$ cat config.mk
export PLATFORM = sky130hd
export DESIGN_NAME = data_bus_interconnect
export DESIGN_NICKNAME = d
export VERILOG_FILES = /design/src/rtl/data_bus_interconnect.sv
export SDC_FILE = /design/constraint.sdc
export NUM_CORES = 1
export LEC_CHECK = 0
export ABC_AREA = 1
export CAP_MARGIN = 0
export CORE_AREA = 2 2 262 264
export DETAILED_ROUTE_END_ITERATION = 16
export DIE_AREA = 0 0 264 266
export DONT_BUFFER_PORTS = 1
export PLACE_DENSITY = 0.3
export SKIP_LAST_GASP = 1
export SLEW_MARGIN = 10
export SYNTH_ARGS = -nofsm -noshare
export SYNTH_HDL_FRONTEND = slang
export SYNTH_SLANG_ARGS = --single-unit
$ cat constraint.sdc
create_clock -name clk -period 3.9 [get_ports clk]
set_clock_uncertainty 0.05 [all_clocks]
set_input_delay 0.78 -clock clk [delete_from_list [all_inputs] [get_ports clk]]
set_output_delay 0.78 -clock clk [all_outputs]
set_load 0.01 [all_outputs]
$ cat src/rtl/data_bus_interconnect.sv
// N-master x M-slave data bus interconnect: round-robin arbitration, tag decode
// on a fixed address field, and an in-order tagged read-response pipeline.
module data_bus_interconnect #(
  parameter int NUM_MASTERS = 2,
  parameter int NUM_SLAVES  = 5,
  parameter int ADDR_W      = 32,
  parameter int DATA_W      = 32,
  parameter int SEL_MSB     = 31,
  parameter int SEL_LSB     = 28,
  parameter logic [NUM_SLAVES*(SEL_MSB-SEL_LSB+1)-1:0] SLAVE_TAGS =
    {4'hE, 4'hD, 4'hC, 4'h1, 4'h0},
  parameter int RD_LATENCY  = 1
) (
  input  logic                             clk,
  input  logic                             reset,
  input  logic [NUM_MASTERS-1:0]           m_req,
  input  logic [NUM_MASTERS*ADDR_W-1:0]    m_addr,
  input  logic [NUM_MASTERS*DATA_W-1:0]    m_wr_data,
  input  logic [NUM_MASTERS*DATA_W/8-1:0]  m_wr_en,
  output logic [NUM_MASTERS-1:0]           m_gnt,
  output logic [NUM_MASTERS-1:0]           m_rsp_valid,
  output logic [DATA_W-1:0]                m_rd_data,
  output logic                             m_err,
  output logic [NUM_SLAVES*ADDR_W-1:0]     s_address,
  output logic [NUM_SLAVES*DATA_W-1:0]     s_wr_data,
  output logic [NUM_SLAVES*DATA_W/8-1:0]   s_wr_en,
  input  logic [NUM_SLAVES*DATA_W-1:0]     s_rd_data
);

  localparam int TAG_W = SEL_MSB - SEL_LSB + 1;
  localparam int BE_W  = DATA_W / 8;
  localparam int MID_W = (NUM_MASTERS > 1) ? $clog2(NUM_MASTERS) : 1;
  localparam int SID_W = (NUM_SLAVES > 1) ? $clog2(NUM_SLAVES) : 1;
  localparam int LAST  = RD_LATENCY - 1;

  logic [MID_W-1:0]  rr_ptr_r;
  logic [MID_W-1:0]  gnt_idx_s;
  logic              gnt_any_s;
  logic [ADDR_W-1:0] sel_addr_s;
  logic [DATA_W-1:0] sel_data_s;
  logic [BE_W-1:0]   sel_be_s;
  logic              hit_s;
  logic [SID_W-1:0]  sid_s;

  logic [RD_LATENCY-1:0]            vld_r;
  logic [RD_LATENCY-1:0][MID_W-1:0] id_r;
  logic [RD_LATENCY-1:0][SID_W-1:0] sid_r;
  logic [RD_LATENCY-1:0]            unm_r;

  // Round-robin pick: first requester at or after rr_ptr, wrapping upward.
  always_comb begin
    gnt_any_s = 1'b0;
    gnt_idx_s = '0;
    m_gnt     = '0;
    if (reset) begin
      gnt_any_s = 1'b0;
    end else begin
      for (int off = 0; off < NUM_MASTERS; off++) begin
        if (!gnt_any_s && m_req[(int'(rr_ptr_r) + off) % NUM_MASTERS]) begin
          gnt_any_s = 1'b1;
          gnt_idx_s = MID_W'((int'(rr_ptr_r) + off) % NUM_MASTERS);
        end else begin
          gnt_any_s = gnt_any_s;
        end
      end
      if (gnt_any_s) begin
        m_gnt[gnt_idx_s] = 1'b1;
      end else begin
        m_gnt = '0;
      end
    end
  end

  assign sel_addr_s = m_addr[int'(gnt_idx_s)*ADDR_W +: ADDR_W];
  assign sel_data_s = m_wr_data[int'(gnt_idx_s)*DATA_W +: DATA_W];
  assign sel_be_s   = m_wr_en[int'(gnt_idx_s)*BE_W +: BE_W];

  // Route the winner to the lowest-indexed slave whose tag matches; others stay zero.
  always_comb begin
    hit_s     = 1'b0;
    sid_s     = '0;
    s_address = '0;
    s_wr_data = '0;
    s_wr_en   = '0;
    for (int k = 0; k < NUM_SLAVES; k++) begin
      if (gnt_any_s && !hit_s &&
          sel_addr_s[SEL_MSB:SEL_LSB] == SLAVE_TAGS[k*TAG_W +: TAG_W]) begin
        hit_s                         = 1'b1;
        sid_s                         = SID_W'(k);
        s_address[k*ADDR_W +: ADDR_W] = sel_addr_s;
        s_wr_data[k*DATA_W +: DATA_W] = sel_data_s;
        s_wr_en[k*BE_W +: BE_W]       = sel_be_s;
      end else begin
        hit_s = hit_s;
      end
    end
  end

  // Response tag pipeline and round-robin pointer advance.
  always_ff @(posedge clk or posedge reset) begin
    if (reset) begin
      rr_ptr_r <= '0;
      vld_r    <= '0;
      id_r     <= '0;
      sid_r    <= '0;
      unm_r    <= '0;
    end else begin
      vld_r[0] <= gnt_any_s;
      id_r[0]  <= gnt_idx_s;
      sid_r[0] <= sid_s;
      unm_r[0] <= ~hit_s;
      for (int i = 1; i < RD_LATENCY; i++) begin
        vld_r[i] <= vld_r[i-1];
        id_r[i]  <= id_r[i-1];
        sid_r[i] <= sid_r[i-1];
        unm_r[i] <= unm_r[i-1];
      end
      if (gnt_any_s) begin
        rr_ptr_r <= MID_W'((int'(gnt_idx_s) + 1) % NUM_MASTERS);
      end else begin
        rr_ptr_r <= rr_ptr_r;
      end
    end
  end

  // Deliver the oldest response to its issuing master; unmapped returns zero data.
  always_comb begin
    m_rsp_valid = '0;
    m_rd_data   = '0;
    m_err       = 1'b0;
    if (vld_r[LAST]) begin
      m_rsp_valid[id_r[LAST]] = 1'b1;
      m_err                   = unm_r[LAST];
      if (unm_r[LAST]) begin
        m_rd_data = '0;
      end else begin
        m_rd_data = s_rd_data[int'(sid_r[LAST])*DATA_W +: DATA_W];
      end
    end else begin
      m_rsp_valid = '0;
    end
  end

endmodule
==> flow_metrics.tcl <==
set metrics [dict create \
    run_status "finished clean" \
    design_area_sq_mm 0.00702 \
    cts-root-buf "clkbuf_16" \
    dpl.cell_count 1935 \
    hold_depth 2 \
    finalWirelength_um 36800 \
    grt_pass1_vias 6119 \
    coreArea_sq_mm 0.0677 \
    cts_sinks 7 \
    clock_path_buffers 2 \
    final_cell_mix "nor2_1, buf_4, o21ai_0" \
    hold_path_class "flop to flop" \
    crit_family "simple AND/OR/NAND/NOR gates" \
    critical_path_buf_inv_count 2 \
    first_iter_violations 281 \
    p_per_area_mw_per_mm2 111 \
    syn-cell-area_sq_mm 0.00412 \
    max_stage_delay_ns 0.54 \
    hold_violations 0 \
    yosysSeqAreaShare_pct 4.26 \
    cts_max_level 1 \
    drv_cap 0 \
    cp-start-kind "input port" \
    start_util_pct 6.07 \
    ir_drop_uv 147 \
    final_cells 1946 \
    cp_cell_sequence "nand2_1 > nand3_4 > nand2_1 > nand3_1 > nor2_2 > nand2_2 > buf_4 > nor2_1 > buf_4" \
    cts-hold-fix-buffers 0 \
    antenna_left 0 \
    avgSynthCellArea_sq_um 4.75 \
    cts_tree "done" \
    endpoint "s_wr_data[67]" \
    critPathCaptureType "output pin" \
    antenna_found_initial 12 \
    via_per_inst 3.46 \
    placed_area_sq_mm 0.00692 \
    dpl.hpwl_um 31100 \
    gp_congestion 0.869 \
    critPathKind "input port to output pin" \
    grt_usage_pct 9.56 \
    max_freq_mhz 278 \
    rsz0062_at_grt "false" \
    dieArea_sq_mm 0.0702 \
    r2r_slack_ns 1.59 \
    worst_pin_slew_ns 1.04 \
    final_common_cell "nor2_1" \
    drive_gt1_share_pct 26.6 \
    synthCells 867 \
    synth-seq-cells 7 \
    grt_pass1_wl_um 47600 \
    slew_viol_final 0 \
    post_cts_resized 0 \
    setup_viol 0 \
    reg2reg_to "sid_r[0]$_DFF_PP0_" \
    grt_max_degree 66 \
    cp-startpoint "m_req[0]" \
    cts_buffers 3 \
    area_delta_synth_final_pct 70.6 \
    synth_cell_type_count 20 \
    nets 1358 \
    dr.pass1.iters 5 \
    die_x_um 264 \
    arrival_ns 2.77 \
    required_ns 3.07 \
    period_needed_ns 3.60 \
    clkTransAtPathRegs_ns 0.04 \
    rows 96 \
    crit_fanout 19 \
    period_share_pct 92.4 \
    reg2reg_from "rr_ptr_r$_DFFE_PP0P_" \
    yosysWarnings 0 \
    clkLatencyLatePin_ns 0.23 \
    worst_slew_margin_rel_pct 30.4 \
    crit_cells 9 \
    num_vias 6724 \
    drc 0 \
    p_leak_uw 0.00403 \
    overflow 0 \
    ios 677 \
    port_buffers 0 \
    die-height_um 266 \
    slowest_stage "nand2_2" \
    post_cts_buffers 0 \
    r2r_cells 10 \
    drt-wirelength-per-cell_um 18.9 \
]
==> routing by layer <==
metal  track usage (%)  vias to the layer above  share of wire, %
li1                  -                     3074                 -
met1              10.8                     3125                38
met2              17.3                      471                50
met3              2.60                       44               8.7
met4              3.35                       10               2.6
met5                 0                        -              0.18
==> synthesized netlist by cell type (all sizes together) <==
cell | n | share of area [%]
or2 | 1 | 0.15
buf | 43 | 6.0
clkinv | 1 | 0.091
nor2 | 425 | 39
clkbuf | 43 | 3.9
mux2i | 64 | 16
inv | 59 | 5.4
nand3 | 3 | 0.49
conb | 1 | 0.091
dfrtp | 7 | 4.3
nand2 | 55 | 5.0
nand4 | 4 | 0.61
a21oi | 32 | 3.9
o21ai | 129 | 16
==> cells by family after synthesis <==
logic type	Yosys count	share of synthesized area (%)
and+or+nand+nor	488	45.2
AOI/OAI and AO/OA	161	19.6
buffers and inverters	146	15.4
muxes	64	15.6
DFF	7	4.26
other	1	0.0911
==> area by class of cell <==
class                   count  area, sq um
flip-flops and latches      7          179
well taps                 882         1100
repair buffers            262         2020
diodes                      7         17.5
fillers                  8036        60700
clock buffers               4         78.8
inverters                  60          225
multi-input cells         724         3400
==> where the power goes <==
| part | total (uW) | switching, uW | leakage [uW] | internal [uW] |
|---|---|---|---|---|
| registers | 89.5 | 12.3 | 0.0000827 | 77.2 |
| clock network | 174 | 38.1 | 0.0000382 | 136 |
| logic | 514 | 353 | 0.00391 | 160 |
| total | 777 | 404 | 0.00403 | 373 |
==> worst min path at each step <==
| stage | start | to | slack, ns |
|---|---|---|---|
| after global routing | rr_ptr_r$_DFFE_PP0P_ | rr_ptr_r$_DFFE_PP0P_ | 0.57 |
| after CTS | rr_ptr_r$_DFFE_PP0P_ | rr_ptr_r$_DFFE_PP0P_ | 0.50 |
| after global placement | rr_ptr_r$_DFFE_PP0P_ | rr_ptr_r$_DFFE_PP0P_ | 0.49 |
| final | rr_ptr_r$_DFFE_PP0P_ | rr_ptr_r$_DFFE_PP0P_ | 0.50 |
| after floorplan | rr_ptr_r$_DFFE_PP0P_ | rr_ptr_r$_DFFE_PP0P_ | 0.45 |
| after detailed placement | rr_ptr_r$_DFFE_PP0P_ | rr_ptr_r$_DFFE_PP0P_ | 0.49 |
==> through the flow <==
stage	setup WS (ns)	TNS [ns]	total power [uW]	utilization (%)	hold WS, ns
after detailed placement	0.201	0	614	10.2	0.489
after floorplan	0.959	0	376	-	0.455
after CTS	0.198	0	791	10.3	0.496
final	0.297	0	777	10.4	0.496
after global placement	-0.0335	-0.0821	608	10.2	0.494
after global routing	0.0803	0	835	10.3	0.570
==> worst min-delay path, cell delays in order (launching register included) <==
cell and delay (ns):
dfrtp_1 0.35, inv_1 0.06, o21ai_0 0.08
==> sequential cells by signal (all words and copies together), names as in the netlist <==
name	flops
sid_r	3
id_r	1
rr_ptr_r	1
unm_r	1
vld_r	1
(Power assumes the default switching activity.)
